`src/rtl/systolic_pkg.sv`:
```
// Shared definitions for the systolic-array host side: geometry, bus widths,
// beat counts, the result timeout and the stream-driver FSM state encoding.
package systolic_pkg;
  localparam int N              = 4;
  localparam int ELEM_W         = 8;
  localparam int ACC_W          = 32;
  localparam int BUS_W          = 64;
  localparam int TX_BEATS       = 4;
  localparam int RX_BEATS       = 8;
  localparam int TIMEOUT_CYCLES = 1000;
  localparam int IDLE_CNT_W     = 16;

  localparam int MAT_W = N * N * ELEM_W;  // flattened operand matrix
  localparam int RES_W = N * N * ACC_W;   // flattened result matrix

  // mat_t[N-1-r][N-1-c] is element [r][c], so row 0 / column 0 sit in the MSBs.
  typedef logic [N-1:0][N-1:0][ELEM_W-1:0] mat_t;
  // res_t[RX_BEATS-1-j] holds result beat j (elements 2j, 2j+1).
  typedef logic [RX_BEATS-1:0][BUS_W-1:0]  res_t;

  typedef enum logic [2:0] {
    IDLE     = 3'd0,
    SEND     = 3'd1,
    WAIT_RES = 3'd2,
    RECV     = 3'd3,
    FIN      = 3'd4
  } state_e;
endpackage

```
`src/rtl/matrix_stream_driver.sv`:
```
// Host-side driver for a 4x4 systolic multiply.
// Latches A and B on start, streams four operand beats (A row k | B column k)
// over a valid/ready channel, collects eight result beats (two C elements per
// beat, row-major), then pulses done. A watchdog aborts the result phase if no
// beat arrives for TIMEOUT_CYCLES cycles and raises a sticky timeout_err.
// Ports:
//   clk, reset            rising-edge clock, synchronous active-high reset
//   start                 one-cycle run request (honoured only in IDLE)
//   a_flat, b_flat        signed 8-bit matrices, row-major, [0][0] in MSBs
//   tx_data/valid/ready   operand stream to the array
//   rx_data/valid/ready   result stream from the array
//   result                signed 32-bit C = A x B, row-major, [0][0] in MSBs
//   busy, done            not-IDLE flag, one-cycle completion pulse
//   timeout_err           sticky result-timeout flag, cleared by next start
module matrix_stream_driver
  import systolic_pkg::*;
(
  input  logic             clk,
  input  logic             reset,
  input  logic             start,
  input  logic [MAT_W-1:0] a_flat,
  input  logic [MAT_W-1:0] b_flat,
  output logic [BUS_W-1:0] tx_data,
  output logic             tx_valid,
  input  logic             tx_ready,
  input  logic [BUS_W-1:0] rx_data,
  input  logic             rx_valid,
  output logic             rx_ready,
  output logic [RES_W-1:0] result,
  output logic             busy,
  output logic             done,
  output logic             timeout_err
);
  localparam int KW = $clog2(TX_BEATS);
  localparam int JW = $clog2(RX_BEATS);
  localparam logic [KW-1:0]         TX_LAST = KW'(TX_BEATS - 1);
  localparam logic [JW-1:0]         RX_LAST = JW'(RX_BEATS - 1);
  localparam logic [IDLE_CNT_W-1:0] TO_LIM  = IDLE_CNT_W'(TIMEOUT_CYCLES);

  state_e                  state_q, state_d;
  mat_t                    a_q, a_d, b_q, b_d;
  logic [KW-1:0]           tx_k_q, tx_k_d;
  logic [JW-1:0]           rx_j_q, rx_j_d;
  logic [IDLE_CNT_W-1:0]   idle_cnt_q, idle_cnt_d;
  res_t                    result_q, result_d;
  logic                    timeout_err_q, timeout_err_d;

  logic                    tx_fire, rx_fire, timeout_hit;
  logic [IDLE_CNT_W-1:0]   idle_cnt_inc;
  logic [KW-1:0]           k_idx;
  logic [N-1:0][ELEM_W-1:0] a_row, b_col;

  // rx_ready is only high in WAIT_RES/RECV, so rx_fire alone keeps stray
  // rx_valid in other states from touching result or counters.
  assign tx_fire      = tx_valid & tx_ready;
  assign rx_fire      = rx_valid & rx_ready;
  assign idle_cnt_inc = idle_cnt_q + 1'b1;
  assign timeout_hit  = rx_ready & ~rx_fire & (idle_cnt_inc == TO_LIM);

  // State register and datapath flops.
  always_ff @(posedge clk) begin
    if (reset) begin
      state_q       <= IDLE;
      a_q           <= '0;
      b_q           <= '0;
      tx_k_q        <= '0;
      rx_j_q        <= '0;
      idle_cnt_q    <= '0;
      result_q      <= '0;
      timeout_err_q <= 1'b0;
    end else begin
      state_q       <= state_d;
      a_q           <= a_d;
      b_q           <= b_d;
      tx_k_q        <= tx_k_d;
      rx_j_q        <= rx_j_d;
      idle_cnt_q    <= idle_cnt_d;
      result_q      <= result_d;
      timeout_err_q <= timeout_err_d;
    end
  end

  // Next-state logic.
  always_comb begin
    state_d = state_q;
    unique case (state_q)
      IDLE:     if (start) state_d = SEND;
      SEND:     if (tx_fire && tx_k_q == TX_LAST) state_d = WAIT_RES;
      WAIT_RES: if (rx_fire) state_d = (rx_j_q == RX_LAST) ? FIN : RECV;
                else if (timeout_hit) state_d = IDLE;
      RECV:     if (rx_fire && rx_j_q == RX_LAST) state_d = FIN;
                else if (timeout_hit) state_d = IDLE;
      FIN:      state_d = IDLE;
      default:  state_d = IDLE;
    endcase
  end

  // Datapath next values: operand latch, beat counters, result capture, watchdog.
  always_comb begin
    a_d           = a_q;
    b_d           = b_q;
    tx_k_d        = tx_k_q;
    rx_j_d        = rx_j_q;
    idle_cnt_d    = idle_cnt_q;
    result_d      = result_q;
    timeout_err_d = timeout_err_q;
    if (state_q == IDLE && start) begin
      a_d           = a_flat;
      b_d           = b_flat;
      tx_k_d        = '0;
      rx_j_d        = '0;
      idle_cnt_d    = '0;
      timeout_err_d = 1'b0;
    end
    if (tx_fire) tx_k_d = tx_k_q + 1'b1;
    if (rx_fire) begin
      result_d[RX_LAST - rx_j_q] = rx_data;
      rx_j_d     = rx_j_q + 1'b1;
      idle_cnt_d = '0;
    end else if (timeout_hit) begin
      idle_cnt_d    = '0;
      timeout_err_d = 1'b1;
    end else if (rx_ready) begin
      idle_cnt_d = idle_cnt_inc;
    end
  end

  // Output logic, including the operand slicer: beat k = A row k | B column k.
  always_comb begin
    k_idx = TX_LAST - tx_k_q;
    a_row = a_q[k_idx];
    for (int r = 0; r < N; r++) b_col[r] = b_q[r][k_idx];
    tx_valid = (state_q == SEND);
    tx_data  = tx_valid ? {a_row, b_col} : '0;
    rx_ready = (state_q == WAIT_RES) || (state_q == RECV);
    busy     = (state_q != IDLE);
    done     = (state_q == FIN);
  end

  assign result      = result_q;
  assign timeout_err = timeout_err_q;
endmodule

```
`config.mk`:
```
export PLATFORM = sky130hd
export DESIGN_NAME = matrix_stream_driver
export DESIGN_NICKNAME = d
export VERILOG_FILES = /design/src/rtl/systolic_pkg.sv /design/src/rtl/matrix_stream_driver.sv
export SDC_FILE = /design/constraint.sdc
export NUM_CORES = 2
export LEC_CHECK = 0
export CAP_MARGIN = 20
export CORE_AREA = 2 2 350 352
export DETAILED_ROUTE_END_ITERATION = 7
export DIE_AREA = 0 0 352 354
export PLACE_DENSITY = 0.45
export SYNTH_ARGS = -nofsm -noshare
export SYNTH_HDL_FRONTEND = slang
export SYNTH_SLANG_ARGS = --single-unit
```
`constraint.sdc`:
```
create_clock -name clk -period 2.52 [get_ports clk]
set_clock_uncertainty 0.05 [all_clocks]
set_input_delay 0.504 -clock clk [delete_from_list [all_inputs] [get_ports clk]]
set_output_delay 0.504 -clock clk [all_outputs]
set_load 0.01 [all_outputs]
```
* Word level (Yosys, flattened, before mapping)
Index checks and enable logic that the tools add are counted.
** Storage, ports and cells
- Register bits after elaboration :: 793
- Logic and storage cells :: 109
** Operators by class
- Add/subtract/negate cells :: 5
- Magnitude comparators :: 3
- Equality and inequality tests :: 9
- Muxes and demuxes :: 30
- Bitwise operators :: 5
- Reductions and logical operators :: 12
** Operator list (number)
- bitwise mux 512 bit :: 1
- demux 64 bit (select 3 bit) :: 1
- two-way mux 64 bit :: 2
- binary-select mux 32 bit (select 2 bit) :: 1
- binary-select mux 8 bit (select 2 bit) :: 4
- two-way mux 16 bit :: 2
- two-way mux 32 bit :: 1
- two-way mux 8 bit :: 4
- two-way mux 3 bit :: 8
- adder 16 x 1 -> 16 bit (second input constant) :: 1
- equality test 16 x 10 -> 1 bit (second input constant) :: 1
- case mux 3 bit (4 select lines) :: 1
- equality test 3 x 2 -> 1 bit (second input constant) :: 2
- equality test 3 bit (second input constant) :: 2
- nonzero test 2 bit :: 3
- bitwise AND 1 bit :: 4
- logical AND 1 bit :: 4
- < comparator 3 x 4 -> 1 bit (second input constant) :: 1
- two-way mux 2 bit :: 2
- adder 3 x 1 -> 3 bit (second input constant) :: 1
- equality test 3 x 1 -> 1 bit (second input constant) :: 1
- >= comparator 3 x 1 -> 1 bit (second input constant) :: 1
- logical NOT 3 bit :: 1
- < comparator 2 x 3 -> 1 bit (second input constant) :: 1
- 12 further kinds :: 14

* Depth between registers and ports, before layout
- Depth in word-level cells :: 9
- Depth in mapped cells :: 9
- Mapped depth without buffers :: 7

* Least setup slack after synthesis
No wires, ideal clock.
- Path type :: register to output
- Start point :: reg tx_k_q[0]
- End point :: out tx_data[36]
- Data arrival time :: 1.800 ns
- Path slack :: 0.166 ns
- Stages on the path, launching flop included :: 6
- Buffers on the path :: 3
- Cells stage by stage :: dfxtp_1 buf_2 clkbuf_1 buf_2 mux4_2 and2_1
** On the way
- Cells in the longest elaborated chain, start to end :: 4
** RTL lines
- from (decl) :: RTL line matrix_stream_driver.sv:42 : logic [KW-1:0] tx_k_q, tx_k_d;
- from (signal assigned) :: RTL line matrix_stream_driver.sv:75 : tx_k_q <= tx_k_d;
- subtractor 2 bit :: RTL line matrix_stream_driver.sv:130 : k_idx = TX_LAST - tx_k_q;
- binary-select mux 32 bit (select 2 bit) :: RTL line matrix_stream_driver.sv:131 : a_row = a_q[k_idx];
- two-way mux 32 bit (implied by the code) :: RTL line matrix_stream_driver.sv:131
- two-way mux 64 bit :: RTL line matrix_stream_driver.sv:134 : tx_data = tx_valid ? {a_row, b_col} : '0;
- to (decl) :: RTL line matrix_stream_driver.sv:23 : output logic [BUS_W-1:0] tx_data,
Every way passes these cells. The select of a mux whose other input is x is not followed.

* Final worst setup path
- Start point :: reg tx_k_q[0]
- End point :: out tx_data[26]
** On the way
- Cells in the longest elaborated chain, start to end :: 4
** RTL lines
- subtractor 2 bit :: RTL line matrix_stream_driver.sv:130
- binary-select mux 8 bit (select 2 bit) :: RTL line matrix_stream_driver.sv:132 : for (int r = 0; r < N; r++) b_col[r] = b_q[r][k_idx];
- two-way mux 8 bit (implied by the code) :: RTL line matrix_stream_driver.sv:132
- two-way mux 64 bit :: RTL line matrix_stream_driver.sv:134
Every way passes these cells. The select of a mux whose other input is x is not followed.

==> impl_metrics.json <==
{
  "grt_max_degree": 86,
  "worst_slew_pin_slew_ns": 0.690,
  "synth-main-ff-cell": "dfxtp_1",
  "grt_use_total": 0.220,
  "nets": 4989,
  "ys_top_cells_by_area": "dfxtp_1 (53%), nand2_1 (20%), a21oi_1 (13%), mux4_2 (4.8%), clkbuf_1 (3.3%)",
  "worstPathRequired_ns": 1.97,
  "cts.reportedPaths.clkPinSlew_ns": 0.06,
  "h-tree-depth": 3,
  "violations": "setup timing",
  "die_h_um": 354,
  "crit_fanout": 7,
  "yosysSeqAreaShare": 0.530,
  "maxSlewViolCount": 0,
  "insertion_delay_ns": 0.67,
  "antenna_found_initial": 7,
  "syn-mean-instance-area_um2": 7.95,
  "netlist_area_mm2": 0.0300,
  "coreArea_mm2": 0.121,
  "cts_buffer_depth": 3,
  "syn_inst": 3768,
  "cts_tree": "built",
  "power_leakage_nw": 15.8,
  "drv_cap": 0,
  "hold_viol": 0,
  "timing.rr.end": "idle_cnt_q[7]",
  "synth.distinct_cells": 60,
  "wl_um": 143000,
  "numCtsBuffers": 96,
  "yosysWarnings": 0,
  "die_area_mm2": 0.125,
  "status": "finished with violations",
  "cts_hold_buf": 0,
  "grt_pass1_wl_um": 204000,
  "drc": 0,
  "min_path_type": "in2reg",
  "final_antenna_net_count": 0,
  "drt_iter0_drc": 1886,
  "die_width_um": 352,
  "start_kind": "register",
  "maxSlewHeadroom": 0.539,
  "clkSinkCount": 793,
  "area_growth_pct": 53.5,
  "synth_edf_count": 0,
  "reg2reg_depth": 8,
  "finalCritPeriodShare": 1.12,
  "viasPerCell": 4.54,
  "vdd_drop_max_v": 0.000548,
  "synth-async-reset-ratio": 0,
  "rsz0062_at_grt": "true",
  "place_ws_ns": 0.0153,
  "timing.fmax_mhz": 355,
  "synth-seq-cells": 793,
  "gp_congestion": 0.836,
  "fillers": 12400,
  "grt-ovfl-total": 0,
  "ctsRootBufferMaster": "clkbuf_16",
  "drt-pass1-iter-count": 5,
  "initial_core_util": 0.248,
  "portBuffers": 905,
  "cp.arrival_ns": 2.26,
  "via_count": 28900,
  "finalInstanceArea_mm2": 0.0460,
  "drive_above_1_share": 0.129,
  "grt_pass1_vias": 28400,
  "min_from": "reset",
  "dpl.hpwl_um": 100000,
  "synth_common_cells": "nand2_1 (1,561), dfxtp_1 (793), a21oi_1 (786), clkbuf_1 (260), and2_1 (65)",
  "syn_nets": 4098,
  "pin_count": 906,
  "place_area_mm2": 0.0418,
  "yosysTopAreaCellShare": 0.530,
  "setup_violations": 64,
  "synth_most_common_cell": "nand2_1",
  "worst_slack_ns": -0.295,
  "routedWlPerCell_um": 22.5,
  "rows": 128,
  "crit_type": "reg2out",
  "yosysTopAreaCell": "dfxtp_1",
  "crit_path_end_kind": "output port",
  "rrSetupSlack_ns": 0.22,
  "power_density_mw_per_mm2": 716,
  "rr_startpoint": "idle_cnt_q[1]",
  "min_to": "rx_j_q[0]",
  "finalCriticalPeriod_ns": 2.82,
  "whs_path_depth": 2
}
[how the worst max path moves through the flow]
stage | start | to | cells after the start
after detailed placement | tx_k_q[1] | tx_data[17] | 5
after CTS | tx_k_q[0] | tx_data[26] | 6
after floorplan | tx_k_q[0] | tx_data[36] | 5
after global placement | tx_k_q[1] | tx_data[17] | 5
after global routing | tx_k_q[0] | tx_data[26] | 6
final | tx_k_q[0] | tx_data[26] | 6
[cells in the final DEF, fill, tap and decap left out, types with 6 or more instances in the layout]
cell	count
clkbuf_16	100
nand2_1	1558
buf_12	61
nand3_1	13
mux4_2	64
nor2_1	20
buf_4	124
a21oi_1	786
buf_8	14
clkbuf_1	29
clkinvlp_4	6
dfxtp_1	789
clkbuf_8	22
clkinv_2	9
and2_4	60
nor3_4	6
o21ai_0	16
clkdlybuf4s50_1	836
nor3_1	18
buf_6	90
[final cells by class]
class	instances	area [um^2]	area share
antenna	4	10.0	0.000218
sequential	793	15900	0.345
multi-input combinational	2624	12900	0.281
clock buffer	148	2840	0.0617
tap	1625	2030	0.0442
clock inverter	26	312	0.00677
timing repair buffer	1139	12000	0.260
inverter	5	26.3	0.000571
[state kept, by name (all words and copies together) (netlist names)]
register and flops:
result 512, a_q 128, b_q 128, idle_cnt_q 16, rx_j_q 3, state_q 3
tx_k_q 2, timeout_err 1
[metal layers]
layer  wire (um)  global-route usage  vias to the layer above
met5          35                   0                        -
met4        4940              0.0757                        6
met3       12100              0.0760                      192
li1            -                   -                    14100
met2       66700               0.361                      939
met1       59300               0.268                    13700
[repair_timing]
| action | in CTS | in global routing |
|---|---|---|
| resized for setup | 415 | 58 |
| cloned | 4 | 3 |
| buffers inserted | 45 | 14 |
| pin swaps | 53 | 26 |
| setup endpoints to repair | 68 | 65 |
[critical path: stages, from the launching register on]
cell and delay (ns):
dfxtp_4 0.37, buf_12 0.14, buf_16 0.13, buf_12 0.14, mux4_2 0.50, and2_4 0.17, buf_6 0.12
[metrics by stage]
step | util | cells | power (W) | TNS (ns) | hold WS, ns
after floorplan | - | 3768 | 0.0161 | 0 | 0.383
after global placement | 0.345 | 6128 | 0.0186 | 0 | 0.387
after detailed placement | 0.345 | 6128 | 0.0186 | 0 | 0.394
after CTS | 0.378 | 6350 | 0.0332 | -16.93 | 0.102
after global routing | 0.380 | 6363 | 0.0343 | -17.92 | 0.146
final | 0.380 | 6364 | 0.0330 | -13.39 | 0.170
[power breakdown]
| group | leakage, nW | internal [W] | switching (W) |
|---|---|---|---|
| combinational | 7.89 | 0.00255 | 0.00296 |
| clock | 1.53 | 0.00817 | 0.00575 |
| sequential | 6.43 | 0.0132 | 0.000353 |
| total | 15.8 | 0.0239 | 0.00906 |
[kinds of logic (layout without fill, tap and decap cells)]
kind of cell,after synthesis,in the layout,share of synthesized area
fa+ha+maj,5,5,0.00209
other cells,0,4,0
buf+inv,351,1318,0.0476
flops,793,793,0.530
mux,65,65,0.0485
xor+xnor,1,1,0.000292
simple gates,1728,1728,0.232
compound gates,825,825,0.140
No activity file was read; power rests on OpenSTA's default activity.
